**src/rtl/pixel_sink_pkg.sv**
```systemverilog
// Shared screen geometry, coordinate widths, colours and the packed pixel
// record used by the pixel sink and its FIFO.
package pixel_sink_pkg;

    localparam int unsigned SCREEN_W = 32'd160;
    localparam int unsigned SCREEN_H = 32'd120;
    localparam int unsigned XW       = 32'd8;
    localparam int unsigned YW       = 32'd7;
    localparam int unsigned CW       = 32'd3;

    localparam logic [CW-1:0] BLACK = 3'b000;
    localparam logic [CW-1:0] WHITE = 3'b111;

    typedef struct packed {
        logic [XW-1:0] x;
        logic [YW-1:0] y;
        logic [CW-1:0] colour;
    } pixel_t;

    // Unsigned test of a coordinate pair against the exclusive screen limits.
    function automatic logic on_screen(input logic [XW-1:0] px,
                                       input logic [YW-1:0] py,
                                       input int unsigned   x_max,
                                       input int unsigned   y_max);
        return (32'(px) < x_max) && (32'(py) < y_max);
    endfunction

endpackage

```
**src/rtl/pixel_fifo.sv**
```systemverilog
// Synchronous FIFO with a count one bit wider than the pointers, so full and
// empty are distinct without sacrificing a slot.
module pixel_fifo
    import pixel_sink_pkg::*;
#(
    parameter int unsigned DEPTH = 32'd4,
    parameter int unsigned WIDTH = 32'd18
) (
    input  logic                     clk,
    input  logic                     reset,
    input  logic                     push,
    input  logic                     pop,
    input  logic [WIDTH-1:0]         wdata,
    output logic [WIDTH-1:0]         rdata,
    output logic                     full,
    output logic                     empty,
    output logic [$clog2(DEPTH):0]   count
);

    localparam int unsigned AW = $clog2(DEPTH);
    localparam logic [AW:0] DEPTH_C = (AW+1)'(DEPTH);

    logic [WIDTH-1:0] mem_r [DEPTH];
    logic [AW-1:0]    wr_ptr_r;
    logic [AW-1:0]    rd_ptr_r;
    logic [AW:0]      count_r;
    logic             push_ok_s;
    logic             pop_ok_s;

    assign full      = (count_r == DEPTH_C);
    assign empty     = (count_r == {(AW+1){1'b0}});
    assign count     = count_r;
    assign rdata     = mem_r[rd_ptr_r];
    assign push_ok_s = push & ~full;
    assign pop_ok_s  = pop & ~empty;

    // Storage array; contents are meaningless while empty, so no reset.
    always_ff @(posedge clk) begin
        if (push_ok_s) begin
            mem_r[wr_ptr_r] <= wdata;
        end
    end

    // Pointers and occupancy; pointers wrap naturally as DEPTH is a power of two.
    always_ff @(posedge clk) begin
        if (reset) begin
            wr_ptr_r <= {AW{1'b0}};
            rd_ptr_r <= {AW{1'b0}};
            count_r  <= {(AW+1){1'b0}};
        end else begin
            if (push_ok_s) begin
                wr_ptr_r <= wr_ptr_r + {{(AW-1){1'b0}}, 1'b1};
            end
            if (pop_ok_s) begin
                rd_ptr_r <= rd_ptr_r + {{(AW-1){1'b0}}, 1'b1};
            end
            case ({push_ok_s, pop_ok_s})
                2'b10:   count_r <= count_r + {{AW{1'b0}}, 1'b1};
                2'b01:   count_r <= count_r - {{AW{1'b0}}, 1'b1};
                default: count_r <= count_r;
            endcase
        end
    end

endmodule

```
**src/rtl/pixel_sink.sv**
```systemverilog
// Buffers generator pixels, clips anything off the 160x120 screen and issues
// one-cycle plot strobes to the VGA adapter write port.
module pixel_sink
    import pixel_sink_pkg::*;
#(
    parameter int unsigned DEPTH = 32'd4,
    parameter int unsigned X_MAX = SCREEN_W,
    parameter int unsigned Y_MAX = SCREEN_H,
    parameter int unsigned CW    = 32'd3
) (
    input  logic          clk,
    input  logic          reset,
    input  logic          in_valid,
    input  logic [7:0]    in_x,
    input  logic [6:0]    in_y,
    input  logic [CW-1:0] in_colour,
    output logic          in_ready,
    input  logic          out_stall,
    output logic          plot,
    output logic [7:0]    x,
    output logic [6:0]    y,
    output logic [CW-1:0] colour,
    output logic          busy,
    output logic [15:0]   plot_count,
    output logic [15:0]   clip_count
);

    localparam int unsigned PW = XW + YW + CW;
    localparam int unsigned AW = $clog2(DEPTH);

    logic [PW-1:0] wdata_s;
    logic [PW-1:0] rdata_s;
    logic          full_s;
    logic          empty_s;
    logic          pop_s;
    logic [AW:0]   count_s;
    logic [7:0]    head_x_s;
    logic [6:0]    head_y_s;
    logic [CW-1:0] head_c_s;

    assign wdata_s  = {in_x, in_y, in_colour};
    assign head_x_s = rdata_s[PW-1 -: 8];
    assign head_y_s = rdata_s[CW+6 -: 7];
    assign head_c_s = rdata_s[CW-1:0];
    assign pop_s    = ~empty_s & ~out_stall;
    assign in_ready = ~full_s;
    assign busy     = (count_s != {(AW+1){1'b0}}) | plot;

    pixel_fifo #(
        .DEPTH (DEPTH),
        .WIDTH (PW)
    ) u_fifo (
        .clk   (clk),
        .reset (reset),
        .push  (in_valid),
        .pop   (pop_s),
        .wdata (wdata_s),
        .rdata (rdata_s),
        .full  (full_s),
        .empty (empty_s),
        .count (count_s)
    );

    // Output stage: coordinates follow every popped pixel, plot only when on screen.
    always_ff @(posedge clk) begin
        if (reset) begin
            plot       <= 1'b0;
            x          <= 8'd0;
            y          <= 7'd0;
            colour     <= {CW{1'b0}};
            plot_count <= 16'd0;
            clip_count <= 16'd0;
        end else if (pop_s) begin
            x      <= head_x_s;
            y      <= head_y_s;
            colour <= head_c_s;
            if (on_screen(head_x_s, head_y_s, X_MAX, Y_MAX)) begin
                plot       <= 1'b1;
                plot_count <= plot_count + 16'd1;
            end else begin
                plot       <= 1'b0;
                clip_count <= clip_count + 16'd1;
            end
        end else begin
            plot <= 1'b0;
        end
    end

endmodule
```
**config.mk**
```make
export PLATFORM = sky130hd
export DESIGN_NAME = pixel_sink
export DESIGN_NICKNAME = d
export VERILOG_FILES = /design/src/rtl/pixel_sink_pkg.sv /design/src/rtl/pixel_fifo.sv /design/src/rtl/pixel_sink.sv
export SDC_FILE = /design/constraint.sdc
export NUM_CORES = 1
export LEC_CHECK = 0
export CAP_MARGIN = 30
export CORE_UTILIZATION = 49
export DETAILED_ROUTE_END_ITERATION = 16
export GPL_ROUTABILITY_DRIVEN = 0
export PLACE_DENSITY_LB_ADDON = 0.25
export SLEW_MARGIN = 20
export SYNTH_ARGS = -nofsm -noshare
export SYNTH_HDL_FRONTEND = slang
export SYNTH_SLANG_ARGS = --single-unit
```
**constraint.sdc**
```tcl
create_clock -name clk -period 3.5 [get_ports clk]
set_clock_uncertainty 0.15 [all_clocks]
set_input_delay 0.35 -clock clk [delete_from_list [all_inputs] [get_ports clk]]
set_output_delay 0.35 -clock clk [all_outputs]
set_load 0.01 [all_outputs]
```
## Yosys cells after proc, flatten, opt, wreduce, memory -nomap -nowiden

Memory sizes are Yosys's and may differ from the RTL's. A register that Yosys moved wholly into a read port is not among the register bits.
Cells that the tools add are included.
Widths: inputs -> output; s select.

- Reduce and logical (&&, ||, !) cells: 7
- Multiplexer cells: 6
- $add $sub $neg: 6
- Equal/unequal tests: 3
- Magnitude comparators: 2
- Bitwise operators: 9

Operators by type and width:

| operator | count |
|---|---|
| $add 16x1->16 const B | 2 |
| $lt 8x8->1 const B | 1 |
| $lt 7x7->1 const B | 1 |
| $pmux 3 s2 | 1 |
| $not 1->1 | 5 |
| $add 2x1->2 const B | 2 |
| $mux 2 | 2 |
| $reduce_and 2->1 | 2 |
| $add 3x1->3 const B | 1 |
| $and 1x1->1 | 3 |
| $eq 3x3->1 const B | 1 |
| $logic_not 3->1 | 1 |
| $mux 1 | 3 |
| $reduce_bool 3->1 | 1 |
| $sub 3x1->3 const B | 1 |
| $eq 2x1->1 const B | 1 |
| $eq 2x2->1 const B | 1 |
| $reduce_bool 2->1 | 1 |
| $reduce_or 2->1 | 1 |
| $logic_and 1x1->1 | 1 |
| $or 1x1->1 | 1 |

- Register bits: 58
- Memories kept: 1
- Memory bits (writable): 72
- Output and inout port bits: 53
- Input port bits: 22

Memory list:

| name | words | bits a word | rd ports | clocked after Yosys merged registers in | wr ports | line | source |
|---|---|---|---|---|---|---|---|
| u_fifo.mem_r | 4 | 18 | 1 | 1 | 1 | pixel_fifo.sv:23 | `logic [WIDTH-1:0] mem_r [DEPTH];` |

## Logic depth before layout (Yosys ltp)

Gate-level depths: netlist (run 1).

- Depth in word-level cells: 6
- Depth in mapped cells: 10

## Modules after synthesis

From an unflattened synthesis (run 1), not the netlist that was laid out.

- Cell total of the unflattened synthesis: 408
- Area total of the unflattened synthesis: 5,286.3 um2

Modules (own cells, without submodules):

| module | cells each | times used | sequential area each (um2) | area each (um2) |
|---|---|---|---|---|
| pixel_fifo | 148 | 1 | 2,342.2 | 3,114.2 |
| pixel_sink | 260 | 1 | 1,021.0 | 2,172.1 |

## Least setup slack after synthesis (run 1)

OpenSTA, ideal clock, no wires.

- Kind: flip-flop to flip-flop
- Start: register u_fifo.count_r[2], in the netlist u_fifo.count[2]
- End: register u_fifo.count_r[2], in the netlist u_fifo.count[2]
- Stages on the path, launching flop included: 11
- Setup slack: 0.980 ns
- Path buffers: 1
- Period minus slack after synthesis: 2.520 ns
- Arrival time: 2.300 ns
- Setup time: 0.070 ns
- Cell sequence: dfxtp_1 -> or3_1 -> nand2_1 -> clkinv_1 -> clkbuf_1 -> ha_1 -> inv_1 -> fa_1 -> xor2_1 -> or3_1 -> a21oi_1

- Cells in the longest elaborated chain, start to end: 6

Ends and longest elaborated chain:

| item | line | source |
|---|---|---|
| start: declaration | pixel_fifo.sv:26 | `logic [AW:0] count_r;` |
| start signal: assignment | pixel_fifo.sv:49 | `count_r <= {(AW+1){1'b0}};` |
| start signal: assignment | pixel_fifo.sv:58 | `2'b10: count_r <= count_r + {{AW{1'b0}}, 1'b1};` |
| start signal: assignment | pixel_fifo.sv:59 | `2'b01: count_r <= count_r - {{AW{1'b0}}, 1'b1};` |
| $logic_not 3->1 * | pixel_fifo.sv:31 | `assign empty = (count_r == {(AW+1){1'b0}});` |
| $not 1->1 * | pixel_sink.sv:45 | `assign pop_s = ~empty_s & ~out_stall;` |
| $and 1x1->1 * | pixel_sink.sv:45 |  |
| named net pop_s | pixel_sink.sv:35 | `logic pop_s;` |
| $and 1x1->1 * | pixel_fifo.sv:35 | `assign pop_ok_s = pop & ~empty;` |
| $eq 2x1->1 / $eq 2x2->1 (equally long branches) | pixel_fifo.sv:57 | `case ({push_ok_s, pop_ok_s})` |
| $pmux 3 s2 / $reduce_bool 2->1 (equally long branches) | - |  |

Mark *: on every way through the listed nets, which the timed path passes. The rest lies on a longest branch.
A chain may end at the register's enable or synchronous reset.

==> impl_metrics.py, run 1 <==
metrics = {
    "cts": {
        "clk_latency_ns": 0.52,
        "cts-root-buf": "clkbuf_8",
        "cts_tree": "done",
        "ctsHoldBuffers": 0,
        "post_cts_buffers": 0,
        "cts_resized": 0,
        "numCtsBuffers": 17,
        "h-tree-depth": 4,
        "cts.sinks": 132,
        "clk_pin_slew_worst_paths_ns": 0.06,
        "cts_buffer_depth": 2,
    },
    "pwr": {
        "power_per_cell_area_nw_per_um2": 706,
        "p_sw_mw": 1.37,
        "p_seq_frac": 0.408,
        "power_frac_comb": 0.221,
        "p_leak_nw": 2.26,
        "irDropWorstVdd_uv": 364,
        "netSwitchingFraction": 0.286,
        "p_int_mw": 3.41,
        "clock_power_share": 0.371,
    },
    "final_layout": {
        "n_antenna_cell": 0,
        "drive_gt1_frac": 0.128,
        "multiInputGateArea_um2": 1780,
        "final_common_cell": "clkdlybuf4s50_1",
        "final_area_um2": 6760,
        "regArea_um2": 3360,
        "fin_nets": 524,
        "areaGrowthSynthToFinish_pct": 28.1,
        "fill_cells": 807,
        "layout_common_cells": "clkdlybuf4s50_1, edfxtp_1, dfxtp_1",
    },
    "critical_path": {
        "critPathMaxFanout": 19,
        "endpoint_kind": "flip-flop",
        "reg2reg_depth": 5,
        "critPathLaunchType": "flip-flop",
        "cp.arrival_ns": 3.10,
        "cp.required_ns": 3.76,
        "crit_type": "reg -> reg",
        "r2r_setup_slack_ns": 0.66,
    },
    "global_routing": {
        "grt_first_pass_wirelength_mm": 17.4,
        "grt_use_total": 0.208,
        "grt_max_degree": 44,
        "antenna_found_initial": 0,
        "gr-total-overflow": 0,
        "grt_pass1_vias": 3406,
    },
    "drt": {
        "drc": 0,
        "vias": 3486,
        "dr.pass1.iters": 4,
        "totalWireLength_mm": 10.4,
        "vias_per_cell": 5.43,
        "antenna_left": 0,
        "drt_iter0_drc": 173,
        "avgRoutedWirePerCell_um": 16.2,
    },
    "yosys": {
        "synth_top_area_share": 0.410,
        "ys.warnings.count": 0,
        "synth_area_leaders": "edfxtp_1, dfxtp_1, mux4_2",
        "netlist_instances": 410,
        "async_flop_share": 0,
        "synth_nets": 440,
        "seq_area_frac_synth": 0.637,
        "synth.avg_cell_area_um2": 12.9,
        "synth_top_flop_cell": "edfxtp_1",
        "synth_edf_count": 72,
        "synthDistinctLibCells": 43,
        "netlist_area_um2": 5280,
        "ys_seq_elements": 132,
        "synth_area_leader_cell": "edfxtp_1",
    },
    "sta": {
        "fmax_ghz": 0.352,
        "tightest_slew_ns": 0.796,
        "fin_crit_ns": 2.84,
        "finalHoldViolCount": 0,
        "slew_violations": 0,
        "finalSetupTns_ns": 0,
        "finalSetupViolCount": 0,
        "slew_headroom": 0.469,
        "rsz0062_at_grt": "no",
        "fin_crit_sh": 0.811,
    },
    "place": {
        "post_dp_cell_area_um2": 6160,
        "numPortBuffers": 74,
        "hpwl_mm": 6.75,
    },
    "flow_run": {
        "cap_violations": 0,
    },
    "hold_path": {
        "hold_class": "in -> reg",
        "whs_path_depth": 2,
        "min-delay-start": "reset",
    },
    "floorplan": {
        "rows": 37,
        "die_w_um": 106,
        "pin_count": 75,
        "core-area_um2": 10400,
        "dieArea_um2": 11200,
        "initial_utilization": 0.509,
        "die_h_um": 106,
    },
    "status": {
        "outcome": "completed",
    },
}
==> Yosys cell counts (2+ instances only) <==
cell	instances
inv_1	11
and4_1	5
and3_1	6
and2_1	4
buf_6	2
or4_1	7
clkbuf_1	12
ha_1	7
o21ai_0	4
a211oi_1	3
xor2_1	9
dfxtp_1	60
buf_1	2
nand3_1	15
mux4_2	18
edfxtp_1	72
nor2_1	29
a2111oi_0	4
or3_1	5
nor3_1	3
nand4_1	9
o31ai_1	7
xnor2_1	13
a21oi_1	36
nand2_1	49
==> power groups by stage <==
stage,logic [mW],clock network (mW),registers (mW)
floorplan,0.701,0,1.96
global placement,1.04,0,1.97
detailed placement,1.06,0,1.98
CTS,1.07,1.81,1.95
global route,1.17,1.87,1.97
finish,1.06,1.77,1.95
==> flip-flops by register name (all words and copies together) (netlist names), named ones only <==
| signal | flops |
|---|---|
| clip_count | 16 |
| colour | 3 |
| plot | 1 |
| plot_count | 16 |
| u_fifo.count | 3 |
| u_fifo.mem_r | 72 |
| u_fifo.rd_ptr_r | 2 |
| u_fifo.wr_ptr_r | 2 |
| x | 8 |
| y | 7 |
==> kinds of logic after synthesis <==
kind of cell | Yosys count | synth area share
and+or+nand+nor | 138 | 0.129
DFF | 132 | 0.637
buffers and inverters | 31 | 0.0261
AOI/OAI and AO/OA | 59 | 0.0700
xor gates and xnor gates | 22 | 0.0365
adders and majority gates | 8 | 0.0204
muxes | 20 | 0.0809
==> stage by stage <==
step | power, mW | cells | utilization | setup WS (ns) | hold WS (ns)
after global placement | 3.01 | 611 | 0.594 | 0.732 | 0.294
after global routing | 5.00 | 642 | 0.652 | 0.369 | 0.277
after floorplan | 2.66 | 410 | - | 0.980 | 0.299
after detailed placement | 3.04 | 611 | 0.594 | 0.645 | 0.300
after CTS | 4.82 | 642 | 0.652 | 0.641 | 0.231
final | 4.77 | 642 | 0.652 | 0.663 | 0.247
==> critical path: stages (launching register included) <==
cell and delay [ns]:
dfxtp_1 0.63, mux4_2 0.34, nand4_2 0.48, a21oi_1 0.54, and4_1 0.26, mux2_2 0.32
==> routing by layer <==
layer  GRT usage  wire length, µm
met4      0.0893              156
met3      0.0526              451
met2       0.348             5280
met5           0                0
met1       0.255             4490
==> layout make-up <==
| class | instances | area share |
|---|---|---|
| sequential | 132 | 0.498 |
| clock inverter | 13 | 0.0257 |
| clock buffer | 18 | 0.0619 |
| timing repair buffer | 84 | 0.120 |
| multi-input combinational | 247 | 0.263 |
| inverter | 12 | 0.00667 |
| tap | 136 | 0.0252 |
==> final timing paths <==
path | endpoint
setup reg to reg | clip_count[3]
setup / recovery | clip_count[3]
hold reg to reg | y[4]
hold / removal | clip_count[10]
No activity file was read; power rests on OpenSTA's default activity.
==> run 2: changes to the inputs <==
==> constraint.sdc (replaced) <==
create_clock -name clk -period 2.3 [get_ports clk]
set_clock_uncertainty 0.15 [all_clocks]
set_input_delay 0.23 -clock clk [delete_from_list [all_inputs] [get_ports clk]]
set_output_delay 0.23 -clock clk [all_outputs]
set_load 0.01 [all_outputs]
==> run 2 against run 1 <==
Against the previous run: non-clock buffer count grew 26; count of clock-buffer cells in the layout unchanged; total power is 56% higher; clock power is 41% higher; maximum frequency is 25% higher; hold slack worse by 0.049 ns; combinational power rose by 92%; global-route usage increased by 0.51 points; first-iteration DRC count decreased by 9.8%; register-to-register slack lost 0.63 ns; critical endpoint is now plot_count[14]; largest power group unchanged.
==> impl_metrics.py, run 2 (synthesis results as in run 1) <==
metrics = {
    "drt": {
        "vias_per_cell": 5.47,
        "drc": 0,
        "antenna_left": 0,
        "vias": 3659,
        "drt_iter0_drc": 156,
        "avgRoutedWirePerCell_um": 16.4,
        "dr.pass1.iters": 6,
        "totalWireLength_mm": 11.0,
    },
    "critical_path": {
        "crit_type": "reg -> reg",
        "critPathMaxFanout": 5,
        "critPathCapture": "plot_count[14]",
        "endpoint_kind": "flip-flop",
        "r2r_setup_slack_ns": 0.03,
        "cp.required_ns": 2.61,
        "critPathLaunchType": "flip-flop",
        "cp.arrival_ns": 2.58,
        "cpMaxStageDelayCell": "mux4_2",
        "critPathMaxStageDelay_ns": 0.54,
        "reg2reg_depth": 7,
        "cp_common_cell": "buf_6",
        "critical_path.cell_chain": "buf_6 -> mux4_2 -> o21ai_4 -> nand2_4 -> buf_6 -> or4_4 -> a21oi_2",
        "r2r-end": "plot_count[14]",
    },
    "cts": {
        "h-tree-depth": 4,
        "cts.sinks": 132,
        "cts_tree": "done",
        "clk_latency_ns": 0.52,
        "cts_buffer_depth": 2,
        "clk_pin_slew_worst_paths_ns": 0.07,
        "cts-root-buf": "clkbuf_8",
        "numCtsBuffers": 17,
    },
    "flow_run": {
        "cap_violations": 0,
    },
    "sta": {
        "fin_crit_ns": 2.27,
        "tightest_slew_ns": 0.400,
        "slew_headroom": 0.733,
        "slew_violations": 0,
        "finalHoldViolCount": 0,
        "fmax_ghz": 0.441,
        "rsz0062_at_grt": "yes",
        "finalSetupViolCount": 0,
        "fin_crit_sh": 0.985,
    },
    "place": {
        "dp.cells": 631,
        "numPortBuffers": 74,
        "post_dp_cell_area_um2": 6350,
        "hpwl_mm": 7.17,
    },
    "pwr": {
        "power_frac_comb": 0.272,
        "netSwitchingFraction": 0.305,
        "power_per_cell_area_nw_per_um2": 1060,
        "clock_power_share": 0.335,
        "irDropWorstVdd_uv": 687,
        "p_sw_mw": 2.28,
        "p_int_mw": 5.18,
        "p_leak_nw": 2.40,
        "p_seq_frac": 0.393,
        "p_total_mw": 7.46,
    },
    "final_layout": {
        "largest-register": "u_fifo.mem_r",
        "multiInputGateArea_um2": 1850,
        "fill_cells": 775,
        "largest_reg_flops": 72,
        "areaGrowthSynthToFinish_pct": 33.6,
        "regArea_um2": 3360,
        "layout_common_cells": "clkdlybuf4s50_1, edfxtp_1, dfxtp_1",
        "n_antenna_cell": 0,
        "final_cells": 669,
        "utilization": 0.680,
        "fin_nets": 550,
        "reg.largest.list": "u_fifo.mem_r (72), clip_count (16), plot_count (16)",
        "final_common_cell": "clkdlybuf4s50_1",
        "drive_gt1_frac": 0.208,
        "final_area_um2": 7050,
    },
    "global_routing": {
        "gr-total-overflow": 0,
        "grt_use_total": 0.213,
        "grt_max_degree": 26,
        "antenna_found_initial": 0,
        "grt_first_pass_wirelength_mm": 17.9,
        "grt_pass1_vias": 3683,
    },
    "floorplan": {
        "die_w_um": 106,
        "die_h_um": 106,
        "rows": 37,
        "core-area_um2": 10400,
        "initial_utilization": 0.509,
        "pin_count": 75,
        "dieArea_um2": 11200,
    },
    "status": {
        "outcome": "completed",
    },
    "hold_path": {
        "hold_class": "in -> reg",
        "min-delay-start": "in_x[1]",
        "whs_path_depth": 1,
    },
}
-- run 2: cell count changes in the layout (fill, tap and decap cells not counted), moves of 4 or more --
cell,previous run,this run
buf_4,10,29
a21oi_1,36,31
a21oi_2,0,5
or4_1,7,2
or4_4,0,5
a2111oi_0,4,0
-- run 2: layer usage --
| layer | share of wire | up-vias | track usage |
|---|---|---|---|
| met5 | 0 | - | 0 |
| met4 | 0.010 | 0 | 0.0754 |
| met3 | 0.046 | 8 | 0.0588 |
| met2 | 0.53 | 92 | 0.372 |
| met1 | 0.42 | 1819 | 0.251 |
| li1 | - | 1740 | - |
-- run 2: what timing repair did --
item	CTS	global route
setup buffers	5	0
endpoints found under the hold margin	9	0
setup endpoints to repair	11	17
resized for setup	6	21
hold buffers	1	0
pin swaps	1	12
-- run 2: worst min path at each step --
stage | slack [ns] | to
6_report | 0.20 | u_fifo.mem_r[3][11]
5_1_grt | 0.20 | u_fifo.mem_r[2][12]
4_1_cts | 0.18 | u_fifo.mem_r[1][12]
3_5_place_dp | 0.30 | y[6]
3_3_place_gp | 0.30 | y[6]
2_1_floorplan | 0.18 | u_fifo.mem_r[0][0]
-- run 2: power groups by stage --
stage	sequential, mW	combinational (mW)	clock (mW)
2_1_floorplan	2.99	1.08	0
3_3_place_gp	2.96	1.80	0
3_5_place_dp	2.97	1.84	0
4_1_cts	2.93	2.01	2.54
5_1_grt	2.96	2.21	2.64
6_report	2.93	2.03	2.50
-- run 2: worst max-delay path, delay by kind of cell (launching register included) --
kind / cells / cell delay, ns
and+or+nand+nor: 2 / 0.58
muxes: 1 / 0.54
DFF: 1 / 0.36
AOI/OAI and AO/OA: 2 / 0.33
buffers and inverters: 2 / 0.26
-- run 2: area by class of cell --
| cell class | instances | area share |
|---|---|---|
| flip-flops and latches | 132 | 0.477 |
| multi-input cells | 247 | 0.262 |
| repair buffers | 110 | 0.150 |
| clock buffers | 18 | 0.0607 |
| well taps | 136 | 0.0241 |
| clock inverters | 14 | 0.0188 |
| inverters | 12 | 0.00710 |
-- run 2: per-stage QoR --
| step | hold slack, ns | TNS (ns) | setup WS, ns |
|---|---|---|---|
| floorplan | 0.179 | -0.00479 | -0.00479 |
| global placement | 0.298 | -0.0293 | -0.00967 |
| detailed placement | 0.300 | -0.424 | -0.0860 |
| CTS | 0.181 | 0 | 0.00323 |
| global route | 0.197 | -0.300 | -0.0621 |
| finish | 0.198 | 0 | 0.0346 |
